--- src/rtl/bitstream_pkg.sv ---
// -----------------------------------------------------------------------------
// bitstream_pkg
//   Definitions shared by the serial-link serializer and deserializer:
//   FSM state encodings and the default word width.
//   No ports (package only).
// -----------------------------------------------------------------------------
package bitstream_pkg;

    // Kept as plain 4-bit constants so older RTL can compare against them directly.
    localparam logic [3:0] ST_RST     = 4'd0;
    localparam logic [3:0] ST_IDLE    = 4'd1;
    localparam logic [3:0] ST_COLLECT = 4'd2;

    localparam int BITSTREAM_WORD = 8;

endpackage : bitstream_pkg

--- src/rtl/bitstream_gap_timer.sv ---
// -----------------------------------------------------------------------------
// bitstream_gap_timer
//   Counts consecutive enabled cycles and flags the cycle in which the
//   TIMEOUT_CYCLES-th one occurs. The count runs down from TIMEOUT_CYCLES-1,
//   so the terminal pulse is a simple compare against zero.
//
// Ports
//   clk     in   clock, posedge
//   rst     in   synchronous, active-high reset (reloads the counter)
//   clr_i   in   reload the counter (takes priority over en_i)
//   en_i    in   count this cycle
//   tc_o    out  combinational pulse: this enabled cycle is the last one
// -----------------------------------------------------------------------------
module bitstream_gap_timer #(
    parameter int TIMEOUT_CYCLES = 16
) (
    input  logic clk,
    input  logic rst,
    input  logic clr_i,
    input  logic en_i,
    output logic tc_o
);

    localparam int CW = $clog2(TIMEOUT_CYCLES + 1);
    localparam logic [CW-1:0] LOAD_VAL = CW'(TIMEOUT_CYCLES - 1);

    logic [CW-1:0] cnt_q;
    logic [CW-1:0] cnt_d;

    always_comb begin
        cnt_d = cnt_q;
        if (clr_i) begin
            cnt_d = LOAD_VAL;
        end else if (en_i && (cnt_q != '0)) begin
            cnt_d = cnt_q - 1'b1;
        end
    end

    always_ff @(posedge clk) begin
        if (rst) begin
            cnt_q <= LOAD_VAL;
        end else begin
            cnt_q <= cnt_d;
        end
    end

    assign tc_o = en_i && !clr_i && (cnt_q == '0);

endmodule : bitstream_gap_timer

--- src/rtl/bitstream_to_byte.sv ---
// -----------------------------------------------------------------------------
// bitstream_to_byte
//   Receive-side deserializer. Rebuilds OUT_SIZE-bit words from an LSB-first
//   serial stream qualified by bit_in_valid (gaps allowed). A completed word
//   appears on data_out with a one-cycle data_out_valid strobe, one clock
//   after its last bit. No backpressure.
//
//   Build option: define BITSTREAM_RX_TIMEOUT_EN to abort a partial word
//   after TIMEOUT_CYCLES consecutive idle cycles and flag it on frame_err.
//   Without it, frame_err is tied low and a partial word waits forever.
//
// Ports
//   clk             in   clock, posedge
//   rst             in   synchronous, active-high reset
//   bit_in          in   serial data bit
//   bit_in_valid    in   bit_in is valid this cycle
//   data_out        out  last completed word (held between strobes)
//   data_out_valid  out  one-cycle strobe: data_out is new
//   frame_err       out  one-cycle strobe: partial word dropped on timeout
//
// States
//   state       | meaning
//   ST_RST      | first cycle out of reset; input ignored
//   ST_IDLE     | waiting for bit 0 of a word
//   ST_COLLECT  | bits 1..OUT_SIZE-1 of the current word being gathered
// -----------------------------------------------------------------------------
module bitstream_to_byte
    import bitstream_pkg::*;
#(
    parameter int OUT_SIZE = BITSTREAM_WORD
`ifdef BITSTREAM_RX_TIMEOUT_EN
    ,
    parameter int TIMEOUT_CYCLES = 16
`endif
) (
    input  logic                clk,
    input  logic                rst,
    input  logic                bit_in,
    input  logic                bit_in_valid,
    output logic [OUT_SIZE-1:0] data_out,
    output logic                data_out_valid,
    output logic                frame_err
);

    localparam int CNT_W = $clog2(OUT_SIZE);
    localparam logic [CNT_W-1:0] LAST_IDX = CNT_W'(OUT_SIZE - 1);

    logic [3:0]          state_q, state_d;
    logic [CNT_W-1:0]    count_q, count_d;
    logic [OUT_SIZE-1:0] shreg_q, shreg_d;
    logic [OUT_SIZE-1:0] data_q, data_d;
    logic                valid_q, valid_d;

    // Shift register with the incoming bit already inserted; on the last bit
    // this is the finished word, so it can go straight to the output register.
    logic [CNT_W-1:0]    ins_idx;
    logic [OUT_SIZE-1:0] word_ins;

`ifdef BITSTREAM_RX_TIMEOUT_EN
    logic gap_en;
    logic gap_tc;
    logic ferr_q, ferr_d;

    // Idle cycles are only counted mid-word; any valid bit or any other state
    // reloads the timer.
    assign gap_en = (state_q == ST_COLLECT) && !bit_in_valid;

    bitstream_gap_timer #(
        .TIMEOUT_CYCLES(TIMEOUT_CYCLES)
    ) u_gap_timer (
        .clk  (clk),
        .rst  (rst),
        .clr_i(!gap_en),
        .en_i (gap_en),
        .tc_o (gap_tc)
    );
`endif

    always_comb begin
        ins_idx = (state_q == ST_COLLECT) ? count_q : '0;
        word_ins = shreg_q;
        word_ins[ins_idx] = bit_in;
    end

    always_comb begin
        state_d = state_q;
        count_d = count_q;
        shreg_d = shreg_q;
        data_d  = data_q;
        valid_d = 1'b0;
`ifdef BITSTREAM_RX_TIMEOUT_EN
        ferr_d  = 1'b0;
`endif
        case (state_q)
            ST_RST: begin
                state_d = ST_IDLE;
                count_d = '0;
            end
            ST_IDLE: begin
                if (bit_in_valid) begin
                    shreg_d = word_ins;
                    count_d = CNT_W'(1);
                    state_d = ST_COLLECT;
                end
            end
            ST_COLLECT: begin
                if (bit_in_valid) begin
                    shreg_d = word_ins;
                    if (count_q == LAST_IDX) begin
                        count_d = '0;
                        state_d = ST_IDLE;
                        data_d  = word_ins;
                        valid_d = 1'b1;
                    end else begin
                        count_d = count_q + 1'b1;
                    end
                end
`ifdef BITSTREAM_RX_TIMEOUT_EN
                else if (gap_tc) begin
                    count_d = '0;
                    state_d = ST_IDLE;
                    ferr_d  = 1'b1;
                end
`endif
            end
            default: begin
                state_d = ST_IDLE;
                count_d = '0;
            end
        endcase
    end

    always_ff @(posedge clk) begin
        if (rst) begin
            state_q <= ST_RST;
            count_q <= '0;
            shreg_q <= '0;
            data_q  <= '0;
            valid_q <= 1'b0;
        end else begin
            state_q <= state_d;
            count_q <= count_d;
            shreg_q <= shreg_d;
            data_q  <= data_d;
            valid_q <= valid_d;
        end
    end

    assign data_out       = data_q;
    assign data_out_valid = valid_q;

`ifdef BITSTREAM_RX_TIMEOUT_EN
    always_ff @(posedge clk) begin
        if (rst) begin
            ferr_q <= 1'b0;
        end else begin
            ferr_q <= ferr_d;
        end
    end

    assign frame_err = ferr_q;
`else
    assign frame_err = 1'b0;
`endif

endmodule : bitstream_to_byte

--- config.mk ---
export PLATFORM = sky130hd
export DESIGN_NAME = bitstream_to_byte
export DESIGN_NICKNAME = d
export VERILOG_FILES = /design/src/rtl/bitstream_pkg.sv /design/src/rtl/bitstream_gap_timer.sv /design/src/rtl/bitstream_to_byte.sv
export SDC_FILE = /design/constraint.sdc
export NUM_CORES = 1
export LEC_CHECK = 0
export BUFFER_PORTS_ARGS = -buffer_cell sky130_fd_sc_hd__buf_2
export CORE_ASPECT_RATIO = 1.4
export CORE_MARGIN = 2
export CORE_UTILIZATION = 53
export CTS_CLUSTER_DIAMETER = 60
export CTS_CLUSTER_SIZE = 14
export DETAILED_ROUTE_END_ITERATION = 16
export PLACE_DENSITY = 0.73
export SLEW_MARGIN = 0
export SYNTH_ARGS = -nofsm -noshare
export SYNTH_HDL_FRONTEND = slang
export SYNTH_SLANG_ARGS = --single-unit
--- constraint.sdc ---
create_clock -name clk -period 3 [get_ports clk]
set_clock_uncertainty 0.2 [all_clocks]
set_input_delay 0.3 -clock clk [delete_from_list [all_inputs] [get_ports clk]]
set_output_delay 0.3 -clock clk [all_outputs]
set_load 0.005 [all_outputs]
==> metrics.txt, run 1 <==
layout cells sized above 1=18.6%; Netlist Area Pre-Place=between 0.001 and 0.0015 mm^2; via count=just under 900; CTS buffer count=3; syn nets=about 130; slew at the pin closest to its max-slew limit=between 0.5 and 0.6 ns; Routed wire per std cell=13.9 um; DRC=0; dpl hpwl=roughly 1500 um; vias in the first global route=between 800 and 900; PortBufs=12; fraction of registers with async set or reset after synthesis=0%; part of the power in registers=roughly 60%; warning count from the yosys run=0; final hold vios=0; XOR/XNOR Fraction of Synth Area=0%; min cycle time layout=about 2 ns; synth unique cells=36; slowest stage delay, CP=0.67 ns; Worst setup EP type=register; Leak=0.541 nW; PostCTS Resize Cnt=0; outcome=finished, final reports clean; cells after synthesis=125; post-synth top area share=between 30% and 40%; worst skew pair latency=0.31 ns; Clock power frac=32.1%; Core Box Area=between 0.002 and 0.0025 mm^2; IO Count=14; gp weighted congestion=roughly 0.84; postcts setup bufs=0; Longest Clk Path Bufs=2; Layout area overhead=0.824%; PnR worst setup slack=approximately 0.99 ns; crit path kind=reg -> reg; main area contributors after synthesis=dfxtp_1 36%, mux2i_1 12%, buf_6 5.6%, ha_1 4.1%, nand2b_1 4.1%; most frequent cell after synthesis=dfxtp_1; footprint of the multi-input gates=649 um^2; setup TNS=0 ns; sw frac=23.6%; Std-Cell Rows=20; # diodes=0; Initial Util=a little under three fifths; routed wire length=between 2000 and 2500 um; largest net degree at the start of global routing=24; post-synthesis compound-gate area fraction=13.5%; Slew Viols, Final=0; commonest cells in the netlist=22 x dfxtp_1, 14 x mux2i_1, 12 x nor2_1, 8 x nand2b_1; #FFs+latches synth=22; Clock Pin Slew Worst Setup and Hold Paths=between 0.1 and 0.15 ns; Pre-antenna DRT Iters=4; post-synthesis adder-cell area fraction=~4.1%; multiplexer share of the synthesized area=between 10 and 15%; Cell Chain, Critical Path=ha_1 > ha_1 > and3_4 > nor2_1 > a311oi_1; Maximum Capacitance Violations=0; fmax=~500 MHz; sequential share of the synthesized area=between 30% and 40%; simple-gate portion of the synthesized area=a little under a quarter; die span in x=44.5 um; critical path required time=about 3.0 ns; CTS sink count=22; die footprint=0.00270 mm^2; crit-path max FO=18; period utilization=approximately 67%; Die Y-Extent=60.7 um; dominant synthesized flop cell=dfxtp_1; Comb pwr share=roughly 9%; Total Nets Final=138; Hold Slack=~0.13 ns; CTS H-tree depth=1; ANT nets after route=0; Vias per Instance=5.89; most frequent CP cell=ha_1; CP arrival=2.04 ns; Syn Area/Cell=between 9 and 10 um^2; Setup violations, final=0; placed cell areas=around 0.0012 mm^2; Worst path slowest cell=dfxtp_1; # fillers=slightly below 200; Pint=between 300 and 400 uW; starting DRC count in detailed routing=30; CP Launch Type=register; hold buffer count at cts=0; Final Instance Area=approximately 0.0012 mm^2; power per cell area=a little over 400 mW/mm^2; Reg area=440 um^2; maximum VDD drop=approximately 0.30 mV; Net Switching=between 100 and 150 uW; CTS tree=yes; Post-Place Worst Slack=around 1.0 ns; GRT Util Overall=17.8%; CTS root buf=clkbuf_4; main combinational cell family by area after synthesis=simple AND/OR/NAND/NOR gates; Slew HR=approximately 65%; first-pass GRT wire length=between 3000 and 4000 um; total gr overflow=0; unrepaired setup endpoints after global routing=no; cell accounting for the most synthesized area=dfxtp_1; initial antenna violation count=0; number of enable flip-flop cells after synthesis=0; worst min path class=in -> reg
power by group through the flow:
stage,clock [mW],sequential [mW],combinational (mW)
6_report,0.164,0.301,0.0448
5_1_grt,0.182,0.302,0.0506
3_5_place_dp,0,0.307,0.0442
2_1_floorplan,0,0.305,0.0433
4_1_cts,0.170,0.301,0.0447
3_3_place_gp,0,0.307,0.0431
final cells by class:
cell class | count | share of cell area (%)
clock buffers | 4 | 2.96
well taps | 22 | 2.25
flip-flops and latches | 22 | 36.0
multi-input cells | 88 | 53.0
repair buffers | 12 | 4.90
inverters | 3 | 0.919
metal layers:
layer | wire length [um] | track usage [%] | vias up
li1 | - | - | 448
met1 | 937 | 23.0 | 423
met2 | 1070 | 27.5 | 13
met3 | 50 | 2.38 | 5
met4 | 41 | 11.3 | 0
met5 | 0 | 0 | -
cell usage in the layout (no fill, tap or decap), drive strengths merged:
cell type | Yosys | layout
buf | 11 | 12
and3b | 1 | 1
ha | 4 | 4
mux2i | 14 | 14
and4bb | 3 | 3
a32oi | 2 | 2
nand2 | 6 | 6
conb | 1 | 1
nor3 | 1 | 1
nor2 | 13 | 13
a21oi | 2 | 2
a21bo | 1 | 1
and2b | 1 | 1
a21o | 1 | 1
nand4 | 2 | 2
nand3b | 2 | 2
inv | 3 | 3
nand2b | 8 | 8
and3 | 1 | 1
o21ai | 3 | 3
o31ai | 2 | 2
and4b | 1 | 1
nand4b | 3 | 3
nor2b | 3 | 3
dfxtp | 22 | 22
nand3 | 3 | 3
a211oi | 8 | 8
a311oi | 1 | 1
clkbuf | 1 | 4
o21ba | 1 | 1
path summary, 6_finish.rpt:
path | startpoint | end | slack [ns] | cells after the start
hold / removal | bit_in | shreg_q[0] | 0.13 | 3
hold reg to reg | shreg_q[7] | shreg_q[7] | 0.29 | 2
setup reg to reg | count_q[0] | data_out[2] | 0.99 | 5
setup / recovery | count_q[0] | data_out[2] | 0.99 | 5
worst max-delay path, delay by kind of cell (launching register included):
| family | cells | cell delay [ns] |
|---|---|---|
| flip-flops | 1 | 0.67 |
| adder cells (fa/ha/maj) | 2 | 0.44 |
| AND/OR/NAND/NOR | 2 | 0.39 |
| AO/OA/AOI/OAI | 1 | 0.22 |
cells by family after synthesis:
group	after synthesis
and+or+nand+nor	48
DFF	22
AOI/OAI and AO/OA	21
buffers and inverters	15
muxes	14
adders and majority gates	4
other	1
flip-flops by register name, summed over array words and instances (netlist names):
| name | flops |
|---|---|
| state_q | 2 |
| data_out | 8 |
| shreg_q | 8 |
| data_out_valid | 1 |
| count_q | 3 |
per-stage QoR:
stage | instances | power (mW) | utilization, %
floorplan | 125 | 0.348 | -
detailed placement | 147 | 0.352 | 54.6
global route | 151 | 0.534 | 56.3
finish | 151 | 0.510 | 56.3
global placement | 147 | 0.350 | 54.6
CTS | 151 | 0.515 | 56.3
Power figures use the tool's default switching activity.
==> run 2, diff against run 1 <==
- CORE_UTILIZATION: 53 -> 51
- PLACE_DENSITY: 0.73 -> 0.74
- clock period: 3 -> 1.8 ns (I/O delays scaled with it)
==> metrics.txt, run 2 (synthesized netlist as in run 1, its figures left out) <==
CTS root buf=clkbuf_4; Clock power frac=39.7% (+7.6 points); CTS buffer count=3 (unchanged); layout cells sized above 1=21.6% (+3.0 points); outcome=finished, final reports clean; first-pass GRT wire length=3440 um (-3.7%); part of the power in registers=51.6% (-7.5 points); Setup violations, final=0 (unchanged); Net Switching=210 uW (+75%); min cycle time layout=1.63 ns (-0.375 ns); Clock Pin Slew Worst Setup and Hold Paths=0.13 ns (about the same); commonest non-fill, non-tap cell in the layout=dfxtp_1; IO Count=14 (unchanged); die footprint=0.00279 mm^2 (+3.6%); Routed wire per std cell=13.9 um (+0.25%); largest net degree at the start of global routing=24 (unchanged); crit-path max FO=17 (-1); CTS H-tree depth=1 (unchanged); CTS sink count=22 (unchanged); DRC=0 (unchanged); CP arrival=1.67 ns (-0.37 ns); setup TNS=0 ns (unchanged); Maximum Capacitance Violations=0 (unchanged); slowest stage delay, CP=0.35 ns (-0.32 ns); Util after Layout=57.6% (+1.4 points); power per cell area=752 mW/mm^2 (+81%); initial antenna violation count=0 (unchanged); unrepaired setup endpoints after global routing=no; Initial Util=54.6% (-1.3 points); Comb pwr share=8.6% (-0.2 points); routed wire length=2180 um (+3.6%); via count=902 (+1.5%); starting DRC count in detailed routing=17 (-43%); Vias per Instance=5.78 (-1.8%); final hold vios=0 (unchanged); sw frac=21.8% (-1.8 points); GRT Util Overall=16.6% (-1.2 points); worst skew pair latency=0.31 ns (about the same); CP Launch Type=register; Core Box Area=0.00223 mm^2 (+2.3%); Total Nets Final=143 (+3.6%); Pre-antenna DRT Iters=4 (unchanged); Die Y-Extent=61.8 um (+1.8%); Post-Place Cells=151 (+2.7%); Pint=755 uW (+94%); vias in the first global route=749 (-8.5%); commonest cells after routing, fill and taps aside=22 x dfxtp_1, 14 x mux2i_1, 12 x nor2_1, 12 x buf_2, 8 x nand2b_1; crit path kind=reg -> reg; CTS tree=yes; FF-to-FF setup slack=0.17 ns (-0.82 ns); PortBufs=12 (unchanged); ANT nets after route=0 (unchanged); fmax=613 MHz (+23%); Std-Cell Rows=20 (unchanged); maximum VDD drop=0.472 mV (+57%); die span in x=45.3 um (+1.8%); Slew Viols, Final=0 (unchanged); Worst setup EP type=register; Leak=0.572 nW (+5.7%); Cell Chain, Critical Path=inv_1 > ha_2 > and3_4 > nor2_1 > a311oi_1; # diodes=0 (unchanged); final instance count without filler cells=156 (+3.3%); total gr overflow=0 (unchanged); postcts setup bufs=0 (unchanged); gp weighted congestion=0.793 (-5.2%); Worst path slowest cell=dfxtp_1; critical path required time=1.83 ns (-1.20 ns); Layout area overhead=5.66%; worst min path class=in -> reg; period utilization=90.7% (+24 points); dpl hpwl=1600 um (+6.8%); Longest Clk Path Bufs=2 (unchanged)
==> run 2: changes by cell type in the layout (fill, tap and decap cells not counted) <==
cell / previous run / this run
buf_4: 0 / 4
ha_1: 4 / 3
clkbuf_8: 1 / 0
bufinv_16: 0 / 1
ha_2: 0 / 1
dlygate4sd3_1: 0 / 1
==> run 2: power by group through the flow <==
| stage | Combinational [mW] | Clock (mW) | Sequential (mW) |
|---|---|---|---|
| after floorplan | 0.0721 | 0 | 0.508 |
| after global placement | 0.0778 | 0 | 0.508 |
| after detailed placement | 0.0808 | 0 | 0.509 |
| after CTS | 0.0828 | 0.387 | 0.498 |
| after global routing | 0.0928 | 0.404 | 0.499 |
| final | 0.0833 | 0.384 | 0.498 |
==> run 2: timing repair <==
| item | CTS | global route |
|---|---|---|
| endpoints found under the hold margin | 1 | 0 |
| hold buffers | 1 | 0 |
| setup endpoints to repair | 0 | 11 |
| gates resized for setup | 0 | 1 |
==> run 2: final timing paths <==
| check | startpoint | to | depth (start not counted) |
|---|---|---|---|
| setup / recovery | state_q[0] | data_out[2] | 5 |
| hold / removal | bit_in_valid | count_q[0] | 4 |
| setup reg to reg | state_q[0] | data_out[2] | 5 |
| hold reg to reg | shreg_q[5] | shreg_q[5] | 2 |
==> run 2: layout make-up <==
cell class                      count  area [um^2]
Fill cell                         190          943
Multi-Input combinational cell     88          652
Sequential cell                    22          440
Timing Repair Buffer               17          100
Clock inverter                      1         30.0
Tap cell                           22         27.5
Clock buffer                        3         22.5
Inverter                            3         11.3
==> run 2: critical path, delay by kind of cell (launching register included) <==
family / cells / cell delay [ns]
flops: 1 / 0.35
compound gates: 1 / 0.22
simple gates: 2 / 0.41
fa+ha+maj: 1 / 0.31
buf+inv: 1 / 0.06
==> run 2: stage by stage <==
| stage | hold WS [ns] | instance area, um^2 | total power [mW] | worst slack, ns |
|---|---|---|---|---|
| after global placement | 0.268 | 1220 | 0.586 | 0.106 |
| after global routing | 0.0650 | 1280 | 0.996 | 0.0354 |
| after floorplan | 0.164 | 1210 | 0.580 | 0.212 |
| final | 0.0324 | 1280 | 0.965 | 0.168 |
| after detailed placement | 0.275 | 1220 | 0.590 | 0.0535 |
| after CTS | 0.0325 | 1280 | 0.968 | 0.0214 |
==> run 2: layer usage <==
layer  GRT usage (%)  share of wire, %  vias to the layer above
met1            22.3                46                      422
met2            28.0                51                       12
met3            1.73               1.7                        4
met5               0                 0                        -
li1                -                 -                      464
met4            5.04               1.2                        0
